<file path="config.mk">
export PLATFORM = sky130hd
export DESIGN_NAME = pc_sequencer_flat
export DESIGN_NICKNAME = d
export VERILOG_FILES = /design/src/rtl/pc_sequencer_pkg.sv /design/src/rtl/pc_sequencer_if.sv /design/src/rtl/pc_sequencer_pc_next_calc.sv /design/src/rtl/pc_sequencer.sv /design/src/flat_wrapper.sv
export SDC_FILE = /design/constraint.sdc
export NUM_CORES = 1
export LEC_CHECK = 0
export BUFFER_PORTS_ARGS = -buffer_cell sky130_fd_sc_hd__buf_4
export CORE_MARGIN = 2
export CORE_UTILIZATION = 58
export DETAILED_ROUTE_END_ITERATION = 16
export PLACE_DENSITY = 0.88
export SLEW_MARGIN = 0
export SYNTH_ARGS = -nofsm -noshare
export SYNTH_HDL_FRONTEND = slang
export SYNTH_HIERARCHICAL = 1
export SYNTH_SLANG_ARGS = --single-unit
</file>
<file path="constraint.sdc">
create_clock -name clk -period 7.4 [get_ports clk]
set_clock_uncertainty 0.05 [all_clocks]
set_input_delay 0.37 -clock clk [delete_from_list [all_inputs] [get_ports clk]]
set_output_delay 0.37 -clock clk [all_outputs]
set_load 0.02 [all_outputs]
</file>
<file path="src/rtl/pc_sequencer_pkg.sv">
// Shared definitions for the PC sequencer: state encoding, PC step and
// branch immediate scaling.
package pc_sequencer_pkg;

    localparam int DEFAULT_XLEN = 64;
    localparam int INST_W       = 32;

    // Sequential fetch step and branch immediate scaling (halfword units).
    localparam int PC_INC   = 4;
    localparam int BR_SHIFT = 1;

    // Fetch FSM states, kept as plain constants for legacy tool flows.
    typedef logic [2:0] state_t;
    localparam state_t ST_BOOT = 3'd0;
    localparam state_t ST_REQ  = 3'd1;
    localparam state_t ST_WAIT = 3'd2;
    localparam state_t ST_HOLD = 3'd3;
    localparam state_t ST_TRAP = 3'd4;  // only reachable with PC_SEQ_MISALIGN_TRAP_EN

endpackage

</file>
<file path="src/rtl/pc_sequencer_if.sv">
// Instruction memory request/response channel between the sequencer
// (master) and the instruction memory (slave).
interface pc_sequencer_if #(
    parameter int XLEN = pc_sequencer_pkg::DEFAULT_XLEN
);
    logic                                 req_valid;
    logic                                 req_ready;
    logic [XLEN-1:0]                      req_addr;
    logic                                 rsp_valid;
    logic [pc_sequencer_pkg::INST_W-1:0]  rsp_data;

    modport master (
        output req_valid, req_addr,
        input  req_ready, rsp_valid, rsp_data
    );

    modport slave (
        input  req_valid, req_addr,
        output req_ready, rsp_valid, rsp_data
    );
endinterface

</file>
<file path="src/rtl/pc_sequencer_pc_next_calc.sv">
// Combinational next-PC helper: sequential increment, branch target and
// the taken decision. Both sums wrap modulo 2^XLEN.
module pc_next_calc
    import pc_sequencer_pkg::*;
#(
    parameter int XLEN = DEFAULT_XLEN
) (
    input  logic [XLEN-1:0] i_pc,
    input  logic            i_br_valid,
    input  logic            i_br_branch,
    input  logic            i_br_zero,
    input  logic [XLEN-1:0] i_br_pc,
    input  logic [XLEN-1:0] i_br_imm,
    output logic [XLEN-1:0] o_pc_plus4,
    output logic [XLEN-1:0] o_target,
    output logic            o_taken
);

    assign o_pc_plus4 = i_pc + XLEN'(PC_INC);
    assign o_target   = i_br_pc + (i_br_imm << BR_SHIFT);
    assign o_taken    = i_br_valid & i_br_branch & i_br_zero;

endmodule

</file>
<file path="src/rtl/pc_sequencer.sv">
// PC sequencer: issues one instruction fetch at a time, presents the
// returned instruction to decode, holds it under stall and redirects on
// taken branches.
// Optional feature macro: PC_SEQ_MISALIGN_TRAP_EN (trap on target[1]=1).
module pc_sequencer
    import pc_sequencer_pkg::*;
#(
    parameter int              XLEN         = DEFAULT_XLEN,
    parameter logic [XLEN-1:0] RESET_VECTOR = '0
) (
    input  logic              clk,
    input  logic              reset,
    pc_sequencer_if.master    imem,
    input  logic              i_stall,
    output logic              o_inst_valid,
    output logic [XLEN-1:0]   o_inst_pc,
    output logic [INST_W-1:0] o_inst_data,
    input  logic              i_br_valid,
    input  logic              i_br_branch,
    input  logic              i_br_zero,
    input  logic [XLEN-1:0]   i_br_pc,
    input  logic [XLEN-1:0]   i_br_imm,
    output logic              o_redirect
`ifdef PC_SEQ_MISALIGN_TRAP_EN
    ,
    output logic              o_misalign_trap
`endif
);

    state_t              r_state;
    logic [XLEN-1:0]     r_pc;
    logic                r_discard;
    logic                r_inst_valid;
    logic [XLEN-1:0]     r_inst_pc;
    logic [INST_W-1:0]   r_inst_data;
    logic                r_redirect;
`ifdef PC_SEQ_MISALIGN_TRAP_EN
    logic                r_trap;
`endif

    logic [XLEN-1:0]     w_pc_plus4;
    logic [XLEN-1:0]     w_target;
    logic                w_taken;

    pc_next_calc #(.XLEN(XLEN)) u_next (
        .i_pc        (r_pc),
        .i_br_valid  (i_br_valid),
        .i_br_branch (i_br_branch),
        .i_br_zero   (i_br_zero),
        .i_br_pc     (i_br_pc),
        .i_br_imm    (i_br_imm),
        .o_pc_plus4  (w_pc_plus4),
        .o_target    (w_target),
        .o_taken     (w_taken)
    );

    // Fetch FSM, PC and presentation registers; a taken branch overrides the normal step.
    always_ff @(posedge clk) begin
        if (reset) begin
            r_state      <= ST_BOOT;
            r_pc         <= RESET_VECTOR;
            r_discard    <= 1'b0;
            r_inst_valid <= 1'b0;
            // NOTE: the holding register is reset too, so decode never sees X on inst_pc/inst_data.
            r_inst_pc    <= '0;
            r_inst_data  <= '0;
            r_redirect   <= 1'b0;
`ifdef PC_SEQ_MISALIGN_TRAP_EN
            r_trap       <= 1'b0;
`endif
        end else begin
            // Pulses default low; the presented instruction lasts one cycle unless held.
            r_redirect   <= 1'b0;
            r_inst_valid <= 1'b0;
`ifdef PC_SEQ_MISALIGN_TRAP_EN
            r_trap       <= 1'b0;
`endif
            case (r_state)
                ST_BOOT: r_state <= ST_REQ;
                ST_REQ: begin
                    if (imem.req_ready) r_state <= ST_WAIT;
                end
                ST_WAIT: begin
                    // Responses are only meaningful here; elsewhere they are stale.
                    if (imem.rsp_valid) begin
                        if (r_discard) begin
                            r_discard <= 1'b0;
                            r_state   <= ST_REQ;
                        end else begin
                            r_inst_valid <= 1'b1;
                            r_inst_pc    <= r_pc;
                            r_inst_data  <= imem.rsp_data;
                            if (i_stall) begin
                                r_state <= ST_HOLD;
                            end else begin
                                r_pc    <= w_pc_plus4;
                                r_state <= ST_REQ;
                            end
                        end
                    end
                end
                ST_HOLD: begin
                    if (i_stall) begin
                        r_inst_valid <= 1'b1;
                    end else begin
                        r_pc    <= w_pc_plus4;
                        r_state <= ST_REQ;
                    end
                end
                ST_TRAP: r_state <= ST_TRAP;
                default: r_state <= ST_BOOT;
            endcase

            // NOTE: these later non-blocking assignments win over the ones above, so the redirect takes priority.
            if (w_taken && (r_state != ST_TRAP)) begin
                r_inst_valid <= 1'b0;
`ifdef PC_SEQ_MISALIGN_TRAP_EN
                if (w_target[1]) begin
                    r_trap    <= 1'b1;
                    r_discard <= 1'b0;
                    r_state   <= ST_TRAP;
                end else
`endif
                begin
                    r_redirect <= 1'b1;
                    r_pc       <= w_target;
                    case (r_state)
                        ST_REQ: begin
                            // A request accepted this same cycle still returns data to throw away.
                            r_discard <= imem.req_ready;
                            r_state   <= imem.req_ready ? ST_WAIT : ST_REQ;
                        end
                        ST_WAIT: begin
                            r_discard <= ~imem.rsp_valid;
                            r_state   <= imem.rsp_valid ? ST_REQ : ST_WAIT;
                        end
                        default: begin
                            r_discard <= 1'b0;
                            r_state   <= ST_REQ;
                        end
                    endcase
                end
            end
        end
    end

    assign imem.req_valid = (r_state == ST_REQ);
    assign imem.req_addr  = r_pc;
    assign o_inst_valid   = r_inst_valid;
    assign o_inst_pc      = r_inst_pc;
    assign o_inst_data    = r_inst_data;
    assign o_redirect     = r_redirect;
`ifdef PC_SEQ_MISALIGN_TRAP_EN
    assign o_misalign_trap = r_trap;
`endif

endmodule

</file>
<file path="src/flat_wrapper.sv">
// flat-port wrapper written by rule: the top's interface ports become plain ports
module pc_sequencer_flat import pc_sequencer_pkg::*;
#(
    parameter int              XLEN         = DEFAULT_XLEN,
    parameter logic [XLEN-1:0] RESET_VECTOR = '0
)
  (clk, reset, i_stall, o_inst_valid, o_inst_pc, o_inst_data, i_br_valid, i_br_branch, i_br_zero, i_br_pc, i_br_imm, o_redirect, imem_req_valid, imem_req_addr, imem_req_ready, imem_rsp_valid, imem_rsp_data);
  pc_sequencer_if #(.XLEN(XLEN)) imem_i ();
  input  logic clk;
  input  logic reset;
  input  logic i_stall;
  output logic o_inst_valid;
  output logic [XLEN-1:0] o_inst_pc;
  output logic [INST_W-1:0] o_inst_data;
  input  logic i_br_valid;
  input  logic i_br_branch;
  input  logic i_br_zero;
  input  logic [XLEN-1:0] i_br_pc;
  input  logic [XLEN-1:0] i_br_imm;
  output logic o_redirect;
  output wire logic [$bits(imem_i.req_valid)-1:0] imem_req_valid;
  output wire logic [$bits(imem_i.req_addr)-1:0] imem_req_addr;
  input wire logic [$bits(imem_i.req_ready)-1:0] imem_req_ready;
  input wire logic [$bits(imem_i.rsp_valid)-1:0] imem_rsp_valid;
  input wire logic [$bits(imem_i.rsp_data)-1:0] imem_rsp_data;
  assign imem_req_valid = imem_i.req_valid;
  assign imem_req_addr = imem_i.req_addr;
  assign imem_i.req_ready = imem_req_ready;
  assign imem_i.rsp_valid = imem_rsp_valid;
  assign imem_i.rsp_data = imem_rsp_data;
  pc_sequencer #(.XLEN(XLEN), .RESET_VECTOR(RESET_VECTOR)) u_core (.clk(clk), .reset(reset), .imem(imem_i), .i_stall(i_stall), .o_inst_valid(o_inst_valid), .o_inst_pc(o_inst_pc), .o_inst_data(o_inst_data), .i_br_valid(i_br_valid), .i_br_branch(i_br_branch), .i_br_zero(i_br_zero), .i_br_pc(i_br_pc), .i_br_imm(i_br_imm), .o_redirect(o_redirect));
endmodule
</file>
# After elaboration in Yosys (flattened, before gate mapping)
# Index checks and enable logic that the tools add are counted.
# op_classes
add_sub_neg,2
n_eq_ne,9
muxes,24
bitwise,4
reduce_logical,10
# op_table
op,n
two-way mux 64 bit,4
one-hot mux 64 bit (2 select lines),1
"adder 64 x 3 -> 64 bit, second input constant",1
adder 64 bit,1
two-way mux 3 bit,5
one-hot mux 3 bit (5 select lines),1
AND reduction 3 bit,3
two-way mux 1 bit,7
"equality test 3 x 2 -> 1 bit, second input constant",2
two-way mux 2 bit,3
"inequality test 3 x 2 -> 1 bit, second input constant",2
"inequality test 3 bit, second input constant",2
one-hot mux 3 bit (2 select lines),1
one-hot mux 1 bit (2 select lines),2
nonzero test 2 bit,2
"equality test 3 x 1 -> 1 bit, second input constant",1
"equality test 3 bit, second input constant",1
logical NOT 3 bit,1
"inequality test 3 x 1 -> 1 bit, second input constant",1
nonzero test 3 bit,1
bitwise AND 1 bit,2
inverter 1 bit,2
AND reduction 2 bit,1
OR reduction 2 bit,1
logical AND 1 bit,1
# totals
register_bits,166
inputBits,168
output_inout_bits,163
wordCells,56

# Depth between registers and ports, before layout
# Gate-level depths: netlist of run 1.
# logic_depth
word_depth,6
ltp_mapped,13
mapped_depth_nobuf,13

# Modules after synthesis
# Netlist of run 1, hierarchy kept.
# modules_own_cells
mod,instances,cells_per_inst,area_per_inst_um2,seq_area_each_um2
pc_sequencer,1,753,6796.5,3323.2
pc_next_calc,1,726,4865.9,0.0

# Worst setup path before layout of run 1
# OpenSTA, ideal clock, no wires.
# synth_timing
path_type,input-to-reg
startpoint,input i_br_pc[1]
endpoint,"register u_core.r_pc[33], in the netlist u_core/imem.req_addr[33]"
setup_ns,0.146
arrival_ns,2.769
required_ns,7.204
slack_ns,4.435
cell_stages,13
n_path_buf,0
cell_sequence,ha_1 fa_1 a211oi_1 o211ai_1 a22oi_2 nor3_1 or2_1 a21o_1 a21oi_1 o21ai_1 xor2_1 nor2_1 a211oi_2
# synth_via
elab_chain_len,2
# synth_rtl
item,line,rtl
from (decl),flat_wrapper.sv:18,input logic [XLEN-1:0] i_br_pc;
adder 64 bit,pc_sequencer_pc_next_calc.sv:20,assign o_target = i_br_pc + (i_br_imm << BR_SHIFT);
net u_core.w_target[33],pc_sequencer.sv:42,logic [XLEN-1:0] w_target;
two-way mux 64 bit,pc_sequencer.sv:115,if (w_taken && (r_state != ST_TRAP)) begin
to (signal assigned),pc_sequencer.sv:96,r_pc <= w_pc_plus4;
to (signal assigned),pc_sequencer.sv:106,r_pc <= w_pc_plus4;
to (signal assigned),pc_sequencer.sv:126,r_pc <= w_target;
to (decl),pc_sequencer.sv:31,logic [XLEN-1:0] r_pc;
# The timed path passes the listed nets, and every way through them passes these cells.
# A chain may end at the register's enable or synchronous reset.

# Worst setup path in the final report of run 1
# layout_timing
startpoint,input i_br_pc[1]
endpoint,"register u_core.r_pc[55], in the netlist u_core/imem.req_addr[55]"
# Same word-level chain as after synthesis.

==> results of run 1 <==
[power by group through the flow]
stage               sequential, uW  clock, uW  combinational, uW
floorplan                     1030          0                457
global placement              1000          0                703
detailed placement            1000          0                715
CTS                            984        939                720
global route                   991        978                788
finish                         985        928                730
[registers in the layout (all words and copies together), names as in the netlist]
signal and count:
u_core/imem.req_addr 64, u_core/o_inst_data 32, u_core/o_inst_pc 64, u_core/o_inst_valid 1
u_core/o_redirect 1, u_core/r_discard 1, u_core/r_state 3
[layer usage]
| metal | wire [um] | GRT usage | up-vias |
|---|---|---|---|
| met5 | 13 | 0 | - |
| met4 | 1110 | 0.122 | 2 |
| met3 | 2940 | 0.0655 | 84 |
| met2 | 16400 | 0.524 | 584 |
| met1 | 14500 | 0.405 | 5437 |
| li1 | - | - | 5755 |
[cell families after synthesis]
family                   count (synthesis)
AND/OR/NAND/NOR                        553
multiplexers                            65
AO/OA/AOI/OAI                          399
buffers and inverters                  113
adder cells (fa/ha/maj)                 64
XOR/XNOR                               119
flip-flops                             166
[per-stage QoR]
| stage | hold WS [ns] | instances | instance area, um^2 | setup WS, ns |
|---|---|---|---|---|
| 2_1_floorplan | 0.440 | 1479 | 11700 | 4.43 |
| 3_3_place_gp | 0.393 | 1987 | 14000 | 3.67 |
| 3_5_place_dp | 0.397 | 1987 | 14000 | 3.61 |
| 4_1_cts | 0.127 | 2019 | 14600 | 4.03 |
| 5_1_grt | 0.133 | 2019 | 14600 | 3.83 |
| 6_report | 0.142 | 2019 | 14600 | 3.92 |
[worst max-delay path, stage by stage]
cell and delay (ns):
sky130_fd_sc_hd__buf_4 0.11, sky130_fd_sc_hd__ha_1 0.23, sky130_fd_sc_hd__fa_1 0.46, sky130_fd_sc_hd__a211oi_1 0.35, sky130_fd_sc_hd__o211ai_1 0.17, sky130_fd_sc_hd__a22oi_2 0.34, sky130_fd_sc_hd__nor3_1 0.19, sky130_fd_sc_hd__o311ai_2 0.44
sky130_fd_sc_hd__nand3_1 0.21, sky130_fd_sc_hd__a21oi_2 0.24, sky130_fd_sc_hd__o21ai_1 0.10, sky130_fd_sc_hd__xnor2_1 0.25, sky130_fd_sc_hd__nor2_1 0.10, sky130_fd_sc_hd__a211oi_2 0.22
[path summary, 6_finish.rpt]
path | end | slack [ns] | depth (start not counted)
max | u_core/imem.req_addr[55] | 3.92 | 14
min | u_core/o_inst_data[2] | 0.14 | 3
max reg2reg | u_core/imem.req_addr[57] | 4.11 | 11
min reg2reg | u_core/o_inst_data[18] | 0.40 | 2
[synthesized netlist by cell type (all sizes together) (35+ instances only)]
cell type | n | area share
xor2 | 38 | 0.029
mux2i | 65 | 0.056
dfxtp | 166 | 0.28
o21ai | 44 | 0.020
xnor2 | 81 | 0.061
nand2 | 276 | 0.089
a21oi | 179 | 0.078
clkbuf | 41 | 0.013
ha | 63 | 0.068
buf | 48 | 0.029
a211oi | 73 | 0.069
nand3 | 35 | 0.015
nor2 | 137 | 0.045
[final cells by class]
| type | instances | area [um^2] |
|---|---|---|
| inverter | 24 | 90.1 |
| tap | 265 | 332 |
| fill | 1442 | 4950 |
| sequential | 166 | 3320 |
| timing repair buffer | 332 | 2500 |
| multi-input combinational | 1200 | 7780 |
| clock buffer | 17 | 425 |
| clock inverter | 15 | 190 |
==> impl_summary.md, run 1 <==
Global routing
The pin count of the biggest net entering global routing is 98. The remaining global-route overflow is 0. The number of antenna violations at the first check in global routing is 1. For this run, the total global-route usage over all layers was measured as 0.316. The global-route wire length before repair is 56200 um. The via count of the first global-routing pass is 11032.

Power and ir drop
The internal power of the cells totals 1780 uW. Of the total power, the clock network draws 0.351. The switching part of the total is 0.325. VDD sags by at most 0.156 mV. The sum of internal, switching and leakage power is 2640 uW. The switching power summed over all nets is between 800 and 900 uW.

The leakage power figure is ~0.0065 uW. The sequential cell fraction of total power is 0.373. The share of total power in combinational logic is 0.276.

In this run the power density over the cells is about 180 mW/mm^2.

Clocking
The H-tree depth is 4. The hold buffer count at cts is 0. TritonCTS built the clock tree. The number of sinks driven by the clock tree is between 150 and 200. The longest clock path from root to sink contains 2 buffers.

After clock tree synthesis, the setup repair step added 0 buffers. The post-cts gate resize count is 0. The clock transition time at the flip-flop clock pins of the worst setup and hold paths is 0.07 ns. The root buffer cell chosen for the clock tree is sky130_fd_sc_hd__clkbuf_16. In this run, CTS created clock tree buffers numbering 17. The clock reaches the later pin of the worst-skew pair after roughly 0.43 ns.

Critical path
The launching element of the worst setup path is i_br_pc[1]. The largest driver fanout on the critical path is 4. Data on the critical path is required at its endpoint by 7.69 ns.

The category of the worst setup path capture point is a flip-flop. The start-to-end type of the worst setup path is input port to flip-flop. The kind of launch point of the worst setup path is an input port. STA puts the critical path data arrival time at 3.77 ns. The worst register-to-register path begins at u_core/imem.req_addr[4].

Synthesis
The fraction of synthesized area in multiplexers is 0.0558. The synthesized design contains 0 enable-type register cells. The combinational family with the most area after synthesis is compound AO/OA/AOI/OAI gates. During synthesis, Yosys emitted a total of 6 warnings. The adder and majority cell fraction of the synthesized area is 0.0693. When the netlist entered floorplanning its net count stood at approximately 1700. The async set-reset flop share out of synthesis is 0. The compound-gate portion of the synthesized area is 0.242. The number of synthesized register bits is approximately 170. The most used flip-flop cell after synthesis is sky130_fd_sc_hd__dfxtp_1. The per-instance average area after synthesis is 7.89 um^2. The simple-gate portion of the synthesized area is 0.208. In the synthesized netlist, the number of instances is 1479. The sequential cell area fraction in the yosys report is 0.285. Summing every instance area after synthesis gives 0.0117 mm^2. In this run, distinct cell masters in the synthesized netlist total 76. The post-synthesis xor/xnor area fraction is 0.0894.

Finish
Compared with the post-synthesis result, the final layout area differs by 25.5%. The top cell types in the final layout, fill and taps aside, are sky130_fd_sc_hd__buf_4 (331), sky130_fd_sc_hd__nand2_1 (275), sky130_fd_sc_hd__a21oi_1 (175), sky130_fd_sc_hd__dfxtp_1 (166), sky130_fd_sc_hd__nor2_1 (134). The count of antenna diodes in the layout is 0.

The most common cell after layout, fill and taps aside is sky130_fd_sc_hd__buf_4. Once layout is complete, the utilization of the core stands at 0.747. In the final layout, the share of cells above drive strength 1 is 0.259. At the end of the flow, the number of nets in the layout was 1973.

Placement
The count of buffers added on input and output ports is 329. The half-perimeter wire length after detailed placement is roughly 26000 um. The weighted congestion at the end of routability-driven global placement is 0.950.

Min path
The start point of the worst hold path is imem_rsp_data[2]. The path type of the worst min-delay path is input port to flip-flop.

Floorplanning
The number of rows created at floorplan is 51. The boundary pin count is 331. The floorplan die area is 0.0213 mm^2. After floorplanning, the core was sized to cover 0.0196 mm^2. The effective utilization at floorplan is 0.595. In this run the vertical extent of the chip is 146 um. The die is 146 um wide.

Timing
The number of setup violations in the final report is 0. The final count of hold timing violations is 0. Adding up every negative setup slack in the final design gives 0 ns.

Dividing the final minimum period by the clock period gives 0.470. The routed design could run at a clock period as short as roughly 3.5 ns. The achievable clock frequency is 0.288 GHz. Setup repair after global routing left no endpoint under its margin. The tightest slew margin relative to the limit is 0.248. For the pin with the worst max-slew slack, the measured transition is 1.13 ns. The total count of max-transition violations in the final report is 0.

Job
The tool flagged a number of max-cap violations equal to 0.

Drt
The number of design rule violations left after detail routing is 0. Once detail routing completed, the nets flagged for antenna violations numbered 0. The wire length per cell is 17.3 um. The number of vias per cell after detailed routing is 5.88. The first routing iteration left slightly below 900 violations.

The routed design has 35000 um of wire. The pre-antenna-repair detailed-routing pass consisted of 5 iterations. The total via count in the routed design is about 12000.

Outcome
The flow ran to the end, and the final reports show no timing, DRC or antenna violations.
(Power assumes the default switching activity.)
==> run 2: changes to the inputs <==
Settings changed: CORE_UTILIZATION 58 to 54, PLACE_DENSITY 0.88 to 0.82.
Clock period 7.4 ns to 3.3 ns, I/O delays scaled along.
==> run 2 against run 1 <==
Net effect:
- clock power rose by 130%
- final cell count grew 3.0%
- count of clock-buffer cells in the layout is 1 higher
- via count is 1.3% higher
- sequential cell count unchanged
- critical endpoint is now u_core/imem.req_addr[56]
- highest routed layer is now met4
==> impl_summary.md, run 2 (synthesis results as in run 1) <==
Outcome
The flow ran to the end, and the final reports show no timing, DRC or antenna violations.

Critical path
The delay of the slowest cell on the worst path is 0.47 ns (about the same). The worst endpoint data arrival time came to 3.31 ns (-0.46 ns). The cell family contributing the most delay on the critical path is simple AND/OR/NAND/NOR gates.

By startpoint and endpoint, the worst setup path is classified as flip-flop to flip-flop. The worst setup path is captured at a flip-flop. The critical path goes through and4_1 -> and3_1 -> nand3_1 -> nor2_2 -> nand4_1 -> nor2_2 -> nand4_1 -> nor2_1 -> xor2_1 -> mux2i_1 -> a211oi_2. The largest driver fanout on the critical path is 6 (+2). The slowest stage cell on the critical path is sky130_fd_sc_hd__dfxtp_1. The sum of buffers and inverters on the critical path was 0 (-1). The required time of the worst setup path was 3.59 ns (-4.10 ns).

The worst setup path is launched from a flip-flop.

Power and ir drop
The clock share of power is 0.353 (+0.002). The maximum vdd ir drop is 0.341 mV (+120%). The cell-internal power is 4110 uW (+130%).

The sequential cell fraction of total power was 0.366 (-0.007). The switching part of the total is 0.320 (-0.00569). The switching power summed over all nets was 1930 uW (+120%). The leakage power figure was 0.00676 uW (+3.9%). The share of total power in combinational logic is 0.281 (+0.005).

The power density over the cells is 398 mW/mm^2 (+120%).

Clocking
Clock tree synthesis selected as its root buffer the cell sky130_fd_sc_hd__clkbuf_16. The clock network latency to the later pin of the worst-skew pair is 0.42 ns (about the same). The hold buffer count at cts is 33 (+33).

The post-cts gate resize count is 0 (unchanged). The number of clock buffers inserted by TritonCTS was 17 (unchanged). The H-tree depth came to 4 (unchanged). The number of sinks driven by the clock tree was 166 (unchanged).

The setup fix buffers added after clock tree synthesis is 0 (unchanged). The clock transition time at the flip-flop clock pins of the worst setup and hold paths is 0.07 ns (about the same). The maximum number of buffers from clock root to sink is 2 (unchanged). TritonCTS built the clock tree.

Floorplanning
The y dimension of the die is 151 um (+3.5%). The die width is 151 um (+3.5%). The effective utilization at floorplan was 0.553 (-0.0423). The floorplan die area is 0.0228 mm^2 (+7.2%). The boundary pin count is 331 (unchanged). The number of rows created at floorplan came to 53 (+3.9%). The area inside the core boundary was 0.0211 mm^2 (+7.6%).

Finish
Leaving out fill and tap cells, the most frequent cell in the layout is sky130_fd_sc_hd__buf_4. The number of fillers in the final layout came to 1622 (+12%). In the layout the commonest cells are sky130_fd_sc_hd__buf_4 (346), sky130_fd_sc_hd__nand2_1 (275), sky130_fd_sc_hd__a21oi_1 (175), sky130_fd_sc_hd__dfxtp_1 (166), sky130_fd_sc_hd__nor2_1 (134). The count of antenna diodes in the layout was 0 (unchanged). The proportion of layout cells with a drive suffix above 1 is 0.261 (+0.00210).

The area growth from synthesis to final layout is 30.2%. The final instance count without filler cells came to 2080 (+3.0%). The post-layout net count is 2025 (+2.6%). The flip-flop and latch area is 0.00332 mm^2 (unchanged). The cell area after layout is 0.0152 mm^2 (+3.7%).

The area taken by multi-input logic gates came to 0.00778 mm^2 (unchanged).

Placement
The worst setup slack after placement was 0.0443 ns (-3.56 ns). The area of placed instances is 0.0142 mm^2 (+1.5%). The half-perimeter wire length after detailed placement is 26800 um (+3.7%). The weighted congestion at the end of routability-driven global placement is 0.948 (-0.12%).

The count of port buffers added during placement is 329 (unchanged). The cell count after placement was 2016 (+1.5%).

Timing
The transition time of the tightest slew-check pin is 0.918 ns (-0.210 ns). The total negative slack is 0 ns (unchanged). Setup repair after global routing left no endpoint under its margin. The achievable clock frequency is roughly 0.33 GHz. The tightest slew margin relative to the limit is 0.388 (+0.140). The setup slack after layout was 0.277 ns (-3.65 ns).

The number of setup violations in the final report is 0 (unchanged). Dividing the final minimum period by the clock period gives 0.916. The total count of max-transition violations in the final report is 0 (unchanged). The minimum period implied by the final worst setup slack is 3.02 ns.

The final count of hold timing violations is 0 (unchanged).

Min path
The path type of the worst min-delay path is input port to flip-flop.

Drt
The remaining number of nets flagged by the antenna check after routing is 0 (unchanged). The total via count in the routed design is 12019 (+1.3%). The wire length per cell is 17.4 um (+0.66%). The number of vias per cell after detailed routing was 5.78 (-1.6%). The starting DRC count in detailed routing is 815 (-7.6%). The number of design rule violations left after detail routing was 0 (unchanged). The length of the first detailed-routing pass in iterations is 6 (+1). The final wirelength is 36200 um (+3.7%).

Global routing
The number of antenna violations at the first check in global routing is 0 (-1). The pin count of the biggest net entering global routing was 105 (+7.1%). The total global-route track usage is 0.307 (-0.00958). The via count of the first global-routing pass is 11151 (+1.1%). The remaining global-route overflow is 0 (unchanged). The global-route wire length before repair is 56400 um (+0.27%).

Job
The max-cap check violation count was 0 (unchanged).
[run 2: metrics by stage]
stage               utilization  hold slack, ns  power (uW)
global placement          0.675           0.362        3860
detailed placement        0.675           0.371        3890
global route              0.720          0.0164        6300
floorplan                     -           0.251        3330
finish                    0.720          0.0350        6040
CTS                       0.720          0.0190        6040
[run 2: final cells by class]
| type | count | area share |
|---|---|---|
| multi-input combinational | 1200 | 0.513 |
| sequential | 166 | 0.219 |
| tap | 275 | 0.0227 |
| clock buffer | 18 | 0.0283 |
| clock inverter | 13 | 0.0129 |
| timing repair buffer | 384 | 0.199 |
| inverter | 24 | 0.00593 |
[run 2: power groups by stage]
stage | logic [uW] | clock network [uW] | registers (uW)
2_1_floorplan | 1020 | 0 | 2310
3_3_place_gp | 1610 | 0 | 2250
3_5_place_dp | 1630 | 0 | 2250
4_1_cts | 1680 | 2160 | 2210
5_1_grt | 1840 | 2240 | 2230
6_report | 1700 | 2130 | 2210
[run 2: path summary, 6_finish.rpt]
check                           startpoint                       end  slack [ns]  cells after the start
hold / removal           imem_rsp_data[26]    u_core/o_inst_data[26]        0.03                      3
setup reg to reg  u_core/imem.req_addr[14]  u_core/imem.req_addr[56]        0.28                     11
setup / recovery  u_core/imem.req_addr[14]  u_core/imem.req_addr[56]        0.28                     11
hold reg to reg       u_core/o_inst_pc[33]      u_core/o_inst_pc[33]        0.41                      2
[run 2: metal layers]
| metal | global-route usage | up-vias | part of all wire |
|---|---|---|---|
| met3 | 0.0560 | 85 | 0.076 |
| met4 | 0.121 | 0 | 0.036 |
| met2 | 0.504 | 561 | 0.46 |
| met1 | 0.400 | 5514 | 0.43 |
| met5 | 0 | - | 0 |
| li1 | - | 5859 | - |
[run 2: worst min-delay path: cells and delay by family]
kind / cells / cell delay [ns]
buffers and inverters: 1 / 0.11
AND/OR/NAND/NOR: 1 / 0.10
AO/OA/AOI/OAI: 1 / 0.08
